<file path="src/rtl/signed_calc_sequencer.sv">
// signed_calc_sequencer
//   One-at-a-time operation sequencer for the sign-magnitude calculator
//   datapath. Operands and opcode are captured on acceptance. The operation
//   then runs to completion: add/sub in a single cycle, mul by shift-add,
//   div/rem by restoring division. The result is held until the consumer
//   takes it.
//
// Ports
//   clk        rising-edge clock
//   rst        synchronous active-high reset
//   in_valid   request valid
//   in_ready   request can be accepted (IDLE only)
//   op         000 add, 001 sub, 010 mul, 011 div, 100 rem, others illegal
//   a, b       sign-magnitude operands, sign in the MSB
//   out_valid  result valid
//   out_ready  consumer takes the result
//   result     sign-magnitude result, sign in the MSB
//   err        divide-by-zero or illegal opcode, qualified by out_valid
//   busy       operation in flight (EXEC or DONE)
//
// State | meaning
//   IDLE | waiting for a request, in_ready=1
//   EXEC | counter running, one mul/div step per cycle (add/sub: one cycle)
//   DONE | result/err frozen; out_valid rises one cycle after entry and
//        | drops once out_ready is seen with out_valid high

module signed_calc_sequencer #(
  parameter  int MAG_W = 2,
  localparam int RES_W = 2*MAG_W+1
) (
  input  logic             clk,
  input  logic             rst,
  input  logic             in_valid,
  output logic             in_ready,
  input  logic [2:0]       op,
  input  logic [MAG_W:0]   a,
  input  logic [MAG_W:0]   b,
  output logic             out_valid,
  input  logic             out_ready,
  output logic [RES_W-1:0] result,
  output logic             err,
  output logic             busy
);

  localparam int ACC_W = 2*MAG_W;
  localparam int CNT_W = $clog2(MAG_W) + 1;

  localparam logic [2:0] OP_ADD = 3'b000;
  localparam logic [2:0] OP_SUB = 3'b001;
  localparam logic [2:0] OP_MUL = 3'b010;
  localparam logic [2:0] OP_DIV = 3'b011;
  localparam logic [2:0] OP_REM = 3'b100;

  typedef enum logic [1:0] {
    IDLE = 2'd0,
    EXEC = 2'd1,
    DONE = 2'd2
  } state_t;

  state_t             state_q, state_d;
  logic [2:0]         op_q, op_d;
  logic               sa_q, sa_d;
  logic               sb_q, sb_d;
  logic [ACC_W-1:0]   opa_q, opa_d;
  logic [ACC_W-1:0]   opb_q, opb_d;
  logic [ACC_W-1:0]   acc_q, acc_d;
  logic [MAG_W-1:0]   quo_q, quo_d;
  logic [CNT_W-1:0]   cnt_q, cnt_d;
  logic               out_valid_q, out_valid_d;
  logic [RES_W-1:0]   result_q, result_d;
  logic               err_q, err_d;

  // Datapath step values
  logic [ACC_W-1:0]   mul_acc;
  logic [ACC_W-1:0]   div_trial;
  logic               div_fit;
  logic [ACC_W-1:0]   div_rem;
  logic [MAG_W-1:0]   div_quo;
  logic               sb_eff;
  logic [ACC_W-1:0]   as_mag;
  logic               as_sign;
  logic [ACC_W-1:0]   fin_mag;
  logic               fin_sign;
  logic [RES_W-1:0]   fin_result;

  logic               op_illegal;
  logic               div_by_zero;

  assign op_illegal  = (op > OP_REM);
  assign div_by_zero = ((op == OP_DIV) || (op == OP_REM)) && (a[MAG_W] | 1'b1)
                       && (b[MAG_W-1:0] == '0);

  always_comb begin
    // Shift-add: opa holds the multiplicand shifted left, opb the multiplier
    // shifted right, so bit 0 of opb selects the current partial product.
    mul_acc = acc_q + (opb_q[0] ? opa_q : '0);

    // Restoring division, MSB first: opa is shifted left so its bit MAG_W-1
    // is always the next dividend bit; acc holds the partial remainder.
    div_trial = {acc_q[ACC_W-2:0], opa_q[MAG_W-1]};
    div_fit   = (div_trial >= opb_q);
    div_rem   = div_fit ? (div_trial - opb_q) : div_trial;
    div_quo   = MAG_W'({quo_q, div_fit});

    // Sign-magnitude add; sub is add with b's sign flipped.
    sb_eff = sb_q ^ (op_q == OP_SUB);
    if (sa_q == sb_eff) begin
      as_mag  = opa_q + opb_q;
      as_sign = sa_q;
    end else if (opa_q >= opb_q) begin
      as_mag  = opa_q - opb_q;
      as_sign = sa_q;
    end else begin
      as_mag  = opb_q - opa_q;
      as_sign = sb_eff;
    end

    // Final value as it will look after this cycle's step.
    case (op_q)
      OP_ADD, OP_SUB: begin
        fin_mag  = as_mag;
        fin_sign = as_sign;
      end
      OP_MUL: begin
        fin_mag  = mul_acc;
        fin_sign = sa_q ^ sb_q;
      end
      OP_DIV: begin
        fin_mag  = ACC_W'(div_quo);
        fin_sign = sa_q ^ sb_q;
      end
      default: begin
        fin_mag  = div_rem;
        fin_sign = sa_q;
      end
    endcase

    // A zero magnitude is always reported as +0.
    fin_result = {fin_sign && (fin_mag != '0), fin_mag};
  end

  always_comb begin
    state_d     = state_q;
    op_d        = op_q;
    sa_d        = sa_q;
    sb_d        = sb_q;
    opa_d       = opa_q;
    opb_d       = opb_q;
    acc_d       = acc_q;
    quo_d       = quo_q;
    cnt_d       = cnt_q;
    out_valid_d = 1'b0;
    result_d    = result_q;
    err_d       = err_q;

    case (state_q)
      IDLE: begin
        if (in_valid) begin
          op_d  = op;
          sa_d  = a[MAG_W];
          sb_d  = b[MAG_W];
          opa_d = ACC_W'(a[MAG_W-1:0]);
          opb_d = ACC_W'(b[MAG_W-1:0]);
          acc_d = '0;
          quo_d = '0;
          if (op_illegal || div_by_zero) begin
            state_d  = DONE;
            result_d = '0;
            err_d    = 1'b1;
            cnt_d    = '0;
          end else begin
            state_d = EXEC;
            cnt_d   = ((op == OP_ADD) || (op == OP_SUB)) ? CNT_W'(1) : CNT_W'(MAG_W);
          end
        end
      end

      EXEC: begin
        cnt_d = cnt_q - CNT_W'(1);
        if (op_q == OP_MUL) begin
          acc_d = mul_acc;
          opa_d = opa_q << 1;
          opb_d = opb_q >> 1;
        end else if ((op_q == OP_DIV) || (op_q == OP_REM)) begin
          acc_d = div_rem;
          quo_d = div_quo;
          opa_d = opa_q << 1;
        end
        if (cnt_q == CNT_W'(1)) begin
          state_d  = DONE;
          result_d = fin_result;
          err_d    = 1'b0;
        end
      end

      DONE: begin
        // out_ready only counts once out_valid is already visible, so the
        // result is always presented for at least one cycle.
        if (out_valid_q && out_ready) begin
          state_d     = IDLE;
          out_valid_d = 1'b0;
        end else begin
          out_valid_d = 1'b1;
        end
      end

      default: begin
        state_d = IDLE;
      end
    endcase
  end

  always_ff @(posedge clk) begin
    if (rst) begin
      state_q     <= IDLE;
      op_q        <= '0;
      sa_q        <= 1'b0;
      sb_q        <= 1'b0;
      opa_q       <= '0;
      opb_q       <= '0;
      acc_q       <= '0;
      quo_q       <= '0;
      cnt_q       <= '0;
      out_valid_q <= 1'b0;
      result_q    <= '0;
      err_q       <= 1'b0;
    end else begin
      state_q     <= state_d;
      op_q        <= op_d;
      sa_q        <= sa_d;
      sb_q        <= sb_d;
      opa_q       <= opa_d;
      opb_q       <= opb_d;
      acc_q       <= acc_d;
      quo_q       <= quo_d;
      cnt_q       <= cnt_d;
      out_valid_q <= out_valid_d;
      result_q    <= result_d;
      err_q       <= err_d;
    end
  end

  assign in_ready  = (state_q == IDLE);
  assign busy      = (state_q != IDLE);
  assign out_valid = out_valid_q;
  assign result    = result_q;
  assign err       = err_q;

endmodule

</file>
<file path="config.mk">
export PLATFORM = sky130hd
export DESIGN_NAME = signed_calc_sequencer
export DESIGN_NICKNAME = d
export VERILOG_FILES = /design/src/rtl/signed_calc_sequencer.sv
export SDC_FILE = /design/constraint.sdc
export NUM_CORES = 1
export LEC_CHECK = 0
export ABC_AREA = 1
export CORE_UTILIZATION = 30
export DETAILED_ROUTE_END_ITERATION = 8
export GPL_TIMING_DRIVEN = 0
export PLACE_DENSITY = 0.51
export SETUP_SLACK_MARGIN = 0.02
export SLEW_MARGIN = 20
export SYNTH_ARGS = -nofsm -noshare
export SYNTH_HDL_FRONTEND = slang
export SYNTH_SLANG_ARGS = --single-unit
</file>
<file path="constraint.sdc">
create_clock -name clk -period 2.3 [get_ports clk]
set_input_delay 0.46 -clock clk [delete_from_list [all_inputs] [get_ports clk]]
set_output_delay 0.46 -clock clk [all_outputs]
set_load 0.03 [all_outputs]
</file>
==> flow_metrics.py <==
metrics = {
    "placement": {
        "io_buffers": 20,
        "place_ws_ns": -0.382,
        "placed_cell_area_mm2": 0.00230,
        "globalplace.congestion": 0.808,
        "detailedPlacementHpwl_um": 4150,
    },
    "floorplan": {
        "design.core.area_mm2": 0.00639,
        "total_die_area_mm2": 0.00702,
        "chipHeight_um": 83.8,
        "number_of_core_rows": 29,
        "start_util": 0.314,
        "boundaryPins": 22,
        "dieWidth_um": 83.8,
    },
    "worst_setup_path": {
        "worst_setup_path_end_kind": "register",
        "worstPathRequired_ns": 2.52,
        "cp-start-kind": "register",
        "cp_max_fo": 8,
        "critPathArrivalTime_ns": 2.35,
        "slack_of_the_worst_reg_to_reg_path_ns": 0.16,
        "r2r.worst_path.cells": 13,
        "timing.setup.critical_path_class": "reg -> reg",
    },
    "route": {
        "detailedRoute.firstPassIterationCount": 6,
        "vias_per_cell": 4.81,
        "drc_errors": 0,
        "num_vias": 1954,
        "wl_per_cell_um": 13.0,
        "route.antenna.remaining_nets": 0,
        "drt_iter0_markers": 78,
        "final_routed_wirelength_um": 5280,
    },
    "clock_network": {
        "cts_tree": "yes",
        "cts_buffer_depth": 2,
        "num_clock_sinks": 27,
        "cts.clk_slew.worst_paths_ns": 0.10,
        "num_cts_buffers": 3,
        "ctsHtreeMaxLevel": 1,
        "clock_latency_ns": 0.28,
        "cts-hold-fix-buffers": 0,
        "clockRootBuffer": "sky130_fd_sc_hd__clkbuf_8",
    },
    "timing": {
        "post-route-worst-setup-slack_ns": 0.165,
        "totalNegativeSetupSlack_ns": 0,
        "slew-limit-headroom": 0.591,
        "skew_ns": 0.00682,
        "fmax_mhz": 468,
        "final_min_period_over_clock_period": 0.928,
        "maxSlewViolCount": 0,
        "finalCriticalPeriod_ns": 2.14,
        "timing_hold_violations_final": 0,
        "rsz0062_at_grt": "no",
        "slew_at_the_pin_closest_to_its_max_slew_limit_ns": 0.613,
        "setup-violations-final": 0,
    },
    "min_path": {
        "holdPathStages": 2,
        "hold_path.class": "reg -> reg",
    },
    "layout": {
        "antenna_cells": 0,
        "drive_above_1_share": 0.179,
        "area_growth_syn_to_layout_pct": 25.1,
        "fillerInstances": 690,
        "layout.cell_area.non_filler_mm2": 0.00251,
        "nNetsFinal": 361,
    },
    "synthesis": {
        "synth_seq_cells": 27,
        "post-synth-top-area-fraction": 0.269,
        "syn_avg_cell_area_um2": 6.78,
        "synthCells": 296,
        "number_of_nets_produced_by_synthesis": 327,
        "seq_area_frac_synth": 0.269,
        "synth.top_cells.by_area": "sky130_fd_sc_hd__dfxtp_1 27%, sky130_fd_sc_hd__nand2_1 15%, sky130_fd_sc_hd__ha_1 8.1%, sky130_fd_sc_hd__inv_1 7.5%, sky130_fd_sc_hd__nand3_1 6.2%",
        "yosysWarnings": 0,
        "synth.cell_area_mm2": 0.00201,
        "yosys.cell_types.count": 36,
        "yosys.area.top_type": "sky130_fd_sc_hd__dfxtp_1",
    },
    "outcome": {
        "outcome": "finished, final reports clean",
    },
    "global_route": {
        "grt_util_all_layers": 0.154,
        "global_route_wire_length_before_repair_um": 8570,
        "vias_in_the_first_global_route": 1804,
        "antenna_found_initial": 0,
        "grt_start_max_net_pins": 17,
        "grt_remaining_overflow": 0,
    },
    "pwr": {
        "power.ir.vdd_worst_v": 0.000264,
        "leakagePower_uw": 0.00110,
        "power_density_cells_mw_per_mm2": 685,
        "total_power_uw": 1720,
    },
    "run": {
        "max_cap_viol_count": 0,
    },
}
final timing paths:
check,startpoint,endpoint
worst min-delay path,result[3]$_SDFFE_PP0P_,result[3]$_SDFFE_PP0P_
worst min register to register,result[3]$_SDFFE_PP0P_,result[3]$_SDFFE_PP0P_
worst max register to register,opa_q[1]$_SDFFE_PP0P_,result[0]$_SDFFE_PP0P_
worst max-delay path,opa_q[1]$_SDFFE_PP0P_,result[0]$_SDFFE_PP0P_
layout make-up:
type / instances / area, µm² / share of cell area
buffer: 5 / 27.5 / 0.0110
clock buffer: 3 / 41.3 / 0.0165
clock inverter: 1 / 7.51 / 0.00299
inverter: 46 / 185 / 0.0738
multi-input combinational: 218 / 1330 / 0.530
sequential: 27 / 551 / 0.219
tap: 77 / 96.3 / 0.0384
timing repair buffer: 29 / 272 / 0.108
cells in the final DEF, fill, tap and decap left out, types with 6 or more instances in the layout:
cell / count
sky130_fd_sc_hd__clkdlybuf4s50_1: 20
sky130_fd_sc_hd__dfxtp_1: 23
sky130_fd_sc_hd__a21oi_2: 6
sky130_fd_sc_hd__nand2_1: 80
sky130_fd_sc_hd__nand3_1: 24
sky130_fd_sc_hd__inv_1: 37
sky130_fd_sc_hd__ha_1: 11
sky130_fd_sc_hd__nor2_1: 15
sky130_fd_sc_hd__a21oi_1: 21
sky130_fd_sc_hd__inv_2: 6
sky130_fd_sc_hd__o21ai_0: 15
sky130_fd_sc_hd__buf_4: 8
layer usage:
| layer | vias to the layer above | track usage | part of all wire |
|---|---|---|---|
| met5 | - | 0 | 0 |
| met2 | 53 | 0.258 | 0.46 |
| li1 | 1021 | - | - |
| met4 | 0 | 0.0508 | 0.013 |
| met1 | 874 | 0.203 | 0.48 |
| met3 | 6 | 0.0208 | 0.054 |
what timing repair did:
action | CTS | global route
setup buffers | 1 | 8
hold endpoints to repair | 0 | 0
cloned | 0 | 0
pin swaps | 1 | 5
resized for setup | 13 | 19
endpoints found under the setup margin | 9 | 2
kinds of logic after synthesis:
| group | count (synthesis) | synth area share |
|---|---|---|
| adders and majority gates | 18 | 0.131 |
| AOI/OAI and AO/OA | 60 | 0.182 |
| xor gates and xnor gates | 3 | 0.0131 |
| DFF | 27 | 0.269 |
| and+or+nand+nor | 137 | 0.301 |
| buffers and inverters | 51 | 0.104 |
sequential cells by signal (all words and copies together) (netlist names):
| name | cells |
|---|---|
| err | 1 |
| state_q | 2 |
| sa_q | 1 |
| opa_q | 4 |
| sb_q | 1 |
| cnt_q | 2 |
| opb_q | 2 |
| out_valid | 1 |
| acc_q | 4 |
| result | 5 |
| op_q | 3 |
| quo_q | 1 |
metrics by stage:
stage | hold WS, ns | util | instances
floorplan | 0.457 | - | 296
global placement | 0.456 | 0.361 | 393
detailed placement | 0.456 | 0.361 | 393
CTS | 0.477 | 0.374 | 398
global route | 0.501 | 0.393 | 406
finish | 0.471 | 0.393 | 406
synth_stat cells, drive strengths merged:
| library cell | instances |
|---|---|
| or2 | 3 |
| clkinv | 1 |
| fa | 5 |
| dfxtp | 27 |
| nand3 | 25 |
| inv | 45 |
| o211ai | 1 |
| a21oi | 27 |
| a21boi | 1 |
| o22ai | 1 |
| nand3b | 1 |
| a31oi | 1 |
| ha | 13 |
| a211oi | 5 |
| o221ai | 1 |
| nand2 | 84 |
| nand4 | 2 |
| o21bai | 1 |
| buf | 2 |
| nor2 | 22 |
| xor2 | 1 |
| o21ai | 21 |
| xnor2 | 2 |
| clkbuf | 3 |
| o31ai | 1 |
critical path, stage by stage, from the launching register on:
cell                      delay, ns
sky130_fd_sc_hd__dfxtp_4       0.38
sky130_fd_sc_hd__inv_6         0.06
sky130_fd_sc_hd__ha_4          0.13
sky130_fd_sc_hd__inv_2         0.04
sky130_fd_sc_hd__fa_2          0.41
sky130_fd_sc_hd__nor2_4        0.15
sky130_fd_sc_hd__nand3_4       0.14
sky130_fd_sc_hd__buf_6         0.15
sky130_fd_sc_hd__nand2_1       0.06
sky130_fd_sc_hd__o21ai_2       0.07
sky130_fd_sc_hd__o21ai_2       0.18
sky130_fd_sc_hd__buf_4         0.13
sky130_fd_sc_hd__nand2_1       0.04
sky130_fd_sc_hd__a21oi_1       0.13
power by group:
group / internal (µW) / switching (µW)
logic: 344 / 521
clock network: 123 / 165
registers: 514 / 51.9
total: 981 / 738
(Power assumes the default switching activity.)
